`src/rtl/pipe_pkg.sv`:
```
// Shared definitions for the inter-stage register bank: register index width,
// the MIPS nop encoding, the per-boundary bundle and its bubble value.
package pipe_pkg;

    localparam int REG_IDX_W   = 5;
    localparam int PIPE_DATA_W = 32;
    localparam int PIPE_CTRL_W = 10;

    localparam logic [PIPE_DATA_W-1:0] NOP_IR = 32'h0000_0000;

    typedef struct packed {
        logic                   valid;
        logic [PIPE_DATA_W-1:0] pc;
        logic [PIPE_DATA_W-1:0] ir;
        logic [PIPE_CTRL_W-1:0] ctrl;
        logic [REG_IDX_W-1:0]   dst;
        logic                   wen;
        logic                   load;
    } stage_t;

    // An empty slot: invalid, nop instruction, every side effect disabled.
    function automatic stage_t bubble_stage();
        stage_t b;
        b.valid = 1'b0;
        b.pc    = {PIPE_DATA_W{1'b0}};
        b.ir    = NOP_IR;
        b.ctrl  = {PIPE_CTRL_W{1'b0}};
        b.dst   = {REG_IDX_W{1'b0}};
        b.wen   = 1'b0;
        b.load  = 1'b0;
        return b;
    endfunction

endpackage

```
`src/rtl/pipe_stage_reg.sv`:
```
// One pipeline boundary. hold freezes the slot and outranks kill; kill or an
// invalid input loads a bubble so stale payload is never captured.
module pipe_stage_reg
    import pipe_pkg::*;
(
    input  logic   clock,
    input  logic   reset,
    input  logic   hold,
    input  logic   kill,
    input  stage_t d,
    output stage_t q
);

    stage_t q_r;

    // Boundary register: reset > hold > kill/invalid > load.
    always_ff @(posedge clock) begin
        if (reset) begin
            q_r <= bubble_stage();
        end else if (hold) begin
            q_r <= q_r;
        end else if (kill || !d.valid) begin
            q_r <= bubble_stage();
        end else begin
            q_r <= d;
        end
    end

    assign q = q_r;

endmodule

```
`src/rtl/pipeline_regbank.sv`:
```
// Chain of STAGES boundaries with load-use hazard detection, flush, external
// stall and an optional retire counter (enabled by PIPE_RETIRE_CNT_EN).
module pipeline_regbank
    import pipe_pkg::*;
#(
    parameter int STAGES = 3,
    parameter int DATA_W = PIPE_DATA_W,
    parameter int CTRL_W = PIPE_CTRL_W
) (
    input  logic                       clock,
    input  logic                       reset,
    input  logic                       in_valid,
    input  logic [DATA_W-1:0]          in_pc,
    input  logic [DATA_W-1:0]          in_ir,
    input  logic [CTRL_W-1:0]          in_ctrl,
    input  logic [REG_IDX_W-1:0]       in_dst,
    input  logic                       in_wen,
    input  logic                       in_load,
    input  logic [REG_IDX_W-1:0]       in_src_a,
    input  logic [REG_IDX_W-1:0]       in_src_b,
    input  logic                       in_use_a,
    input  logic                       in_use_b,
    input  logic                       flush_req,
    input  logic                       ext_stall,
    output logic                       stall_out,
    output logic [STAGES-1:0]          st_valid,
    output logic [STAGES*DATA_W-1:0]   st_pc,
    output logic [STAGES*DATA_W-1:0]   st_ir,
    output logic [STAGES*CTRL_W-1:0]   st_ctrl,
    output logic [STAGES*REG_IDX_W-1:0] st_dst,
    output logic [STAGES-1:0]          st_wen,
    output logic [STAGES-1:0]          st_load,
    output logic [31:0]                retire_count
);

    stage_t stage_in_s;
    stage_t stage_q_s [STAGES];
    logic   haz_s;
    logic   hit_a_s;
    logic   hit_b_s;
    logic   kill0_s;

    // Load-use detection against the load currently sitting in stage 0.
    always_comb begin
        hit_a_s = in_use_a && (in_src_a == stage_q_s[0].dst);
        hit_b_s = in_use_b && (in_src_b == stage_q_s[0].dst);
        haz_s   = in_valid && stage_q_s[0].valid && stage_q_s[0].load &&
                  stage_q_s[0].wen && (stage_q_s[0].dst != 5'd0) &&
                  (hit_a_s || hit_b_s);
    end

    assign stall_out = ext_stall | (haz_s & ~flush_req);
    assign kill0_s   = flush_req | haz_s;

    // Decode-side bundle entering stage 0.
    always_comb begin
        stage_in_s       = bubble_stage();
        stage_in_s.valid = in_valid;
        stage_in_s.pc    = PIPE_DATA_W'(in_pc);
        stage_in_s.ir    = PIPE_DATA_W'(in_ir);
        stage_in_s.ctrl  = PIPE_CTRL_W'(in_ctrl);
        stage_in_s.dst   = in_dst;
        stage_in_s.wen   = in_wen;
        stage_in_s.load  = in_load;
    end

    genvar g;
    generate
        for (g = 0; g < STAGES; g++) begin : g_stage
            if (g == 0) begin : g_head
                pipe_stage_reg u_reg (
                    .clock (clock),
                    .reset (reset),
                    .hold  (ext_stall),
                    .kill  (kill0_s),
                    .d     (stage_in_s),
                    .q     (stage_q_s[g])
                );
            end else begin : g_body
                pipe_stage_reg u_reg (
                    .clock (clock),
                    .reset (reset),
                    .hold  (ext_stall),
                    .kill  (1'b0),
                    .d     (stage_q_s[g-1]),
                    .q     (stage_q_s[g])
                );
            end
            assign st_valid[g]                         = stage_q_s[g].valid;
            assign st_pc[g*DATA_W +: DATA_W]           = DATA_W'(stage_q_s[g].pc);
            assign st_ir[g*DATA_W +: DATA_W]           = DATA_W'(stage_q_s[g].ir);
            assign st_ctrl[g*CTRL_W +: CTRL_W]         = CTRL_W'(stage_q_s[g].ctrl);
            assign st_dst[g*REG_IDX_W +: REG_IDX_W]    = stage_q_s[g].dst;
            assign st_wen[g]                           = stage_q_s[g].wen;
            assign st_load[g]                          = stage_q_s[g].load;
        end
    endgenerate

`ifdef PIPE_RETIRE_CNT_EN
    logic [31:0] retire_cnt_r;

    // Count instructions leaving the last stage; wraps silently.
    always_ff @(posedge clock) begin
        if (reset) begin
            retire_cnt_r <= 32'd0;
        end else if (!ext_stall && stage_q_s[STAGES-1].valid) begin
            retire_cnt_r <= retire_cnt_r + 32'd1;
        end else begin
            retire_cnt_r <= retire_cnt_r;
        end
    end

    assign retire_count = retire_cnt_r;
`else
    assign retire_count = 32'd0;
`endif

endmodule
```
`config.mk`:
```
export PLATFORM = sky130hd
export DESIGN_NAME = pipeline_regbank
export DESIGN_NICKNAME = d
export VERILOG_FILES = /design/src/rtl/pipe_pkg.sv /design/src/rtl/pipe_stage_reg.sv /design/src/rtl/pipeline_regbank.sv
export SDC_FILE = /design/constraint.sdc
export NUM_CORES = 1
export LEC_CHECK = 0
export BUFFER_PORTS_ARGS = -buffer_cell sky130_fd_sc_hd__buf_2
export CORE_ASPECT_RATIO = 1.5
export CORE_UTILIZATION = 40
export CTS_BUF_LIST = sky130_fd_sc_hd__clkbuf_8
export DETAILED_ROUTE_END_ITERATION = 12
export PLACE_DENSITY = 0.63
export SYNTH_ARGS = -nofsm -noshare
export SYNTH_HDL_FRONTEND = slang
export SYNTH_SLANG_ARGS = --single-unit
```
`constraint.sdc`:
```
create_clock -name clock -period 1.9 [get_ports clock]
set_clock_uncertainty 0.15 [all_clocks]
set_input_delay 0 -clock clock [delete_from_list [all_inputs] [get_ports clock]]
set_output_delay 0 -clock clock [all_outputs]
set_load 0.005 [all_outputs]
```
Yosys cells after proc, flatten, opt, wreduce, memory -nomap -nowiden --
Index checks and enable logic that the tools add are counted.
Storage, ports and cells: output and inout port bits 279, register bits 246, memory bits (read-only) 0, memories kept 0, bits in latches 0, logic and storage cells 41, RAM bits 0
Cells by class: divide/modulo/power cells 0, $add $sub $neg 0, reduce and logical (&&, ||, !) cells 11, multipliers 0, bitwise logic cells 4, shift-type cells 0, muxes and demuxes 3, equal/unequal tests 2, order comparisons 0
Operators with widths (count):
- 82-bit two-way mux | 3
- 5-bit == test | 2
- 1-bit logical AND | 7
- 5-bit nonzero test | 1
- 1-bit logical OR | 2
- 1-bit OR | 2
- 1-bit bitwise AND | 1
- 1-bit zero test | 1
- 1-bit NOT | 1

Logic depth before layout (Yosys ltp) --
depth in word-level cells 8, mapped depth 6

By module --
Synthesis repeated with hierarchy kept, for this count alone.
Unflattened totals: cell total of the unflattened synthesis 1172, area, all modules 11179.5 um^2
By module, submodules not included:
- pipe_stage_reg | instances 3, cells an instance 373, area each 3589.7 um^2
- pipeline_regbank | instances 1, cells an instance 53, area each 410.4 um^2

Worst setup path before layout --
Ideal clock, no wire load.
path kind reg-to-reg, start register g_stage[0].g_head.u_reg.q_r, in the netlist g_stage[0].g_head.u_reg.q[6], end register g_stage[0].g_head.u_reg.q_r, in the netlist g_stage[0].g_head.u_reg.q[54], buffers on the path 2, setup time 0.128 ns, required time 1.622 ns, clock period less this slack 1.588 ns, data arrival time 1.310 ns, stages on the path, launching flop included 7, setup slack 0.312 ns, cells stage by stage dfxtp_1 -> nor3_1 -> a211o_1 -> buf_4 -> buf_6 -> a22oi_1 -> o21ai_1
Between the ends: cells in the longest elaborated chain, start to end 7
Ends and longest elaborated chain:
- from (decl) | RTL line pipe_stage_reg.sv:14 | stage_t q_r;
- from (signal assigned) | RTL line pipe_stage_reg.sv:19 | q_r <= bubble_stage();
- from (signal assigned) | RTL line pipe_stage_reg.sv:21 | q_r <= q_r;
- from (signal assigned) | RTL line pipe_stage_reg.sv:23 | q_r <= bubble_stage();
- 5-bit == test (on tied branches) | RTL line pipeline_regbank.sv:45, pipeline_regbank.sv:46
- 1-bit logical AND (on tied branches) | RTL line pipeline_regbank.sv:45, pipeline_regbank.sv:46
- 1-bit logical OR | RTL line pipeline_regbank.sv:49 | (hit_a_s || hit_b_s);
- 1-bit logical AND * | RTL line pipeline_regbank.sv:48 | stage_q_s[0].wen && (stage_q_s[0].dst != 5'd0) &&
- 1-bit OR * | RTL line pipeline_regbank.sv:53 | assign kill0_s = flush_req | haz_s;
- 1-bit logical OR * | RTL line pipe_stage_reg.sv:22 | end else if (kill || !d.valid) begin
- 82-bit two-way mux * | RTL line pipe_stage_reg.sv:22
Mark *: on every way between the ends. The rest lies on a longest branch, timed or not. A chain may end at the register's enable or synchronous reset.

Worst setup path in the final report --
start register g_stage[0].g_head.u_reg.q_r, in the netlist g_stage[0].g_head.u_reg.q[3], end output stall_out
Between the ends: cells in the longest elaborated chain, start to end 6
Ends and longest elaborated chain:
- 5-bit == test (on tied branches) | RTL line pipeline_regbank.sv:45, pipeline_regbank.sv:46
- 1-bit logical AND (on tied branches) | RTL line pipeline_regbank.sv:45, pipeline_regbank.sv:46
- 1-bit logical OR | RTL line pipeline_regbank.sv:49
- 1-bit logical AND * | RTL line pipeline_regbank.sv:48
- 1-bit bitwise AND * | RTL line pipeline_regbank.sv:52 | assign stall_out = ext_stall | (haz_s & ~flush_req);
- 1-bit OR * | RTL line pipeline_regbank.sv:52
- to (decl) | RTL line pipeline_regbank.sv:25 | output logic stall_out,
Marks and branches as above.

==> impl_metrics.csv <==
group,metric,value,unit
outcome,status,"finished with violations",
outcome,failed_checks,"setup timing",
floorplanning,die_area,0.0258,sq mm
drt,drtIter0Drc,780,
layout,post-route-util,59.4,%
critical_path,crit_type,"reg2out",
clocking,root_buffer,"clkbuf_8",
clocking,numCtsBuffers,39,
synthesis,yosysSeqAreaShare,49.0,%
drt,drc,0,
layout,fillCellCount,2209,
drt,ant_nets,0,
sta,max_clock_freq,515,MHz
drt,num_vias,10200,
critical_path,cp.arrival,1.79,ns
critical_path,r2r_cells,6,
floorplanning,start_util,41.0,%
sta,hold_ws,0.114,ns
power_and_ir_drop,p_leak,0.00597,uW
min_path,hold_depth,6,
power_and_ir_drop,pwr_density_cell,735,mW/mm^2
critical_path,max_stage_delay,0.37,ns
drt,wl_per_cell,18.4,um
sta,finalHoldViolCount,0,
synthesis,synth.distinct_cells,24,
synthesis,synth-xor-area-share,0.871,%
critical_path,worst-r2r-setup-slack,0.09,ns
critical_path,critical_path_required,1.75,ns
layout,drive_above_1_share,29.2,%
synthesis,synthSimpleGateAreaFrac,19.2,%
sta,finalMaxSlewViolations,0,
place,gp_congestion,0.768,
floorplanning,io-pin-count,377,
place,placed_area,0.0119,sq mm
synthesis,netlist_top_cells_count,"dfxtp_1, a22oi_1, nor2_1",
drt,viasPerCell,5.37,
critical_path,slowest_stage,"dfxtp_4",
synthesis,yosysTopAreaCell,"dfxtp_1",
sta,rsz0062_at_grt,"yes",
grt,gr-usage-all-layers,25.8,%
floorplanning,core,0.0245,sq mm
layout,seq_area,0.00495,sq mm
synthesis,synth_flop_cell,"dfxtp_1",
synthesis,synthMuxAreaShare,0,%
synthesis,avgSynthCellArea,9.31,sq um
clocking,clock_path_buffers,3,
grt,antenna_found_initial,5,
place,port_buffers,344,
grt,grt_pass1_vias,9841,
floorplanning,rows,70,
critical_path,crit_fanout,4,
place,pre_cts_ws,0.153,ns
sta,worstMarginPinSlew,0.588,ns
synthesis,synth.most_common_cell,"dfxtp_1",
drt,firstDrtPassIters,5,
clocking,cts_sinks,246,
synthesis,synth.area.top_cells,"dfxtp_1, a22oi_1, nor2_1, nand3b_1, nor3b_1",
synthesis,synth_top_family_by_area,"compound AO/OA/AOI/OAI gates",
power_and_ir_drop,ir_worst_vdd,0.466,mV
sta,period_minus_slack,1.94,ns
critical_path,path_cells,"buf_6 > xnor2_4 > nand2_2 > o22ai_4 > buf_12 > a21o_1 > buf_2",
job,maxCapViolations,0,
critical_path,start_kind,"register",
layout,syn_to_final_growth,44.9,%
min_path,hold_path_end,"g_stage[0].g_head.u_reg.q[4]$_SDFFE_PP0N_",
clocking,clk_pin_slew,0.06,ns
sta,layout_setup_ws,-0.0411,ns
min_path,hold_class,"in2reg",
layout,finish.instance_area,0.0146,sq mm
synthesis,synth_edf_count,0,
critical_path,worst-path-buf-inv,3,
synthesis,synth_area,0.0101,sq mm
synthesis,synth_seq_cells,246,
synthesis,synth_compound_area_share,22.7,%
floorplanning,die_h,196,um
grt,grt_max_degree,125,
critical_path,crit_family,"flip-flops",
sta,timing.final.crit_share,102,%
clocking,clk_latency,0.55,ns
synthesis,yosys_warnings,0,
critical_path,timing.rr.end,"g_stage[0].g_head.u_reg.q[23]$_SDFFE_PP0N_",
drt,wl,35000,um
sta,final.setup.tns,-0.0411,ns
min_path,hp-start,"in_use_a",
synthesis,synthCells,1080,
sta,finalSetupViolations,1,
layout,finalNetCount,1647,
synthesis,synthAdderAreaFrac,0,%
layout,multiInputGateArea,0.00452,sq mm
place,hpwl,20700,um
grt,grt_remaining_overflow,0,
synthesis,async_reset_ff_share,0,%
clocking,cts_tree,"done",
sta,max_slew_margin,60.8,%
clocking,cts_max_level,2,
critical_path,r2r_start,"g_stage[0].g_head.u_reg.q[6]$_SDFFE_PP0N_",
critical_path,endpoint_kind,"output pin",
grt,grt_pass1_wl,53300,um
synthesis,synth.top_cell.area_share,49.0,%
floorplanning,die_x,131,um
-- report_power, final --
group	switching, uW	internal (uW)
combinational	530	497
clock	2080	2270
sequential	89.4	5240
total	2700	8010
-- routing by layer --
metal  wire length [um]  part of all wire (%)  vias to the layer above  GRT usage (%)
met5                  8                 0.023                        -              0
met1              13700                    39                     4927           29.5
met3               2050                   5.9                       85           5.61
met2              17800                    51                      384           45.1
met4               1350                   3.9                        2           12.9
li1                   -                     -                     4797              -
-- sequential cells by signal, summed over array words and instances, names as in the netlist --
register and count:
g_stage.g_body.u_reg.q 164, g_stage.g_head.u_reg.q 82
-- stage by stage --
step,instances,total power (uW)
3_5_place_dp,1652,6230
6_report,1900,10700
2_1_floorplan,1111,5900
4_1_cts,1893,10800
3_3_place_gp,1652,6220
5_1_grt,1898,11100
-- how the worst max path moves through the flow --
| stage | from | endpoint | slack, ns | depth (start not counted) |
|---|---|---|---|---|
| after floorplan | g_stage[0].g_head.u_reg.q[6]$_SDFFE_PP0N_ | g_stage[0].g_head.u_reg.q[54]$_SDFFE_PP0N_ | 0.31 | 6 |
| after global placement | g_stage[0].g_head.u_reg.q[3]$_SDFFE_PP0N_ | g_stage[0].g_head.u_reg.q[23]$_SDFFE_PP0N_ | 0.14 | 6 |
| after detailed placement | g_stage[0].g_head.u_reg.q[3]$_SDFFE_PP0N_ | g_stage[0].g_head.u_reg.q[58]$_SDFFE_PP0N_ | 0.15 | 6 |
| after CTS | g_stage[0].g_head.u_reg.q[5]$_SDFFE_PP0N_ | stall_out | -0.07 | 6 |
| after global routing | g_stage[0].g_head.u_reg.q[5]$_SDFFE_PP0N_ | stall_out | -0.13 | 6 |
| final | g_stage[0].g_head.u_reg.q[3]$_SDFFE_PP0N_ | stall_out | -0.04 | 7 |
-- what timing repair did --
item	4_1_cts	5_1_grt
resized for setup	20	5
hold endpoints to repair	246	0
cloned	3	2
pin swaps	8	4
endpoints found under the setup margin	1	17
buffers inserted	7	1
hold buffers	167	0
-- layout by cell type, fill, tap and decap left out, types with 5 or more instances in the layout --
| cell | count |
|---|---|
| nand3b_1 | 81 |
| o21ai_1 | 81 |
| clkbuf_8 | 48 |
| dfxtp_1 | 238 |
| nor2_1 | 167 |
| conb_1 | 32 |
| a22oi_1 | 241 |
| inv_1 | 11 |
| xnor2_1 | 5 |
| nor3b_1 | 77 |
| buf_4 | 18 |
| buf_12 | 11 |
| dfxtp_4 | 6 |
| dlygate4sd3_1 | 167 |
| buf_2 | 342 |
| a21oi_1 | 5 |
-- cell families (layout without fill, tap and decap cells) --
logic type | after synthesis | after routing
other cells | 1 | 36
simple gates | 341 | 341
compound gates | 332 | 332
buf+inv | 150 | 611
xor+xnor | 10 | 10
flops | 246 | 246
-- tightest hold or removal path, delay by kind of cell --
kind,cells,cell delay (ns)
buf+inv,3,0.44
compound gates,2,0.24
simple gates,1,0.09
-- area by class of cell --
class                   instances  share of cell area [%]
diodes                          4                  0.0687
clock buffers                  48                    4.53
clock inverters                16                   0.481
multi-input cells             715                    31.0
flip-flops and latches        246                    34.0
well taps                     324                    2.78
repair buffers                547                    27.1
No activity file was read; power rests on OpenSTA's default activity.
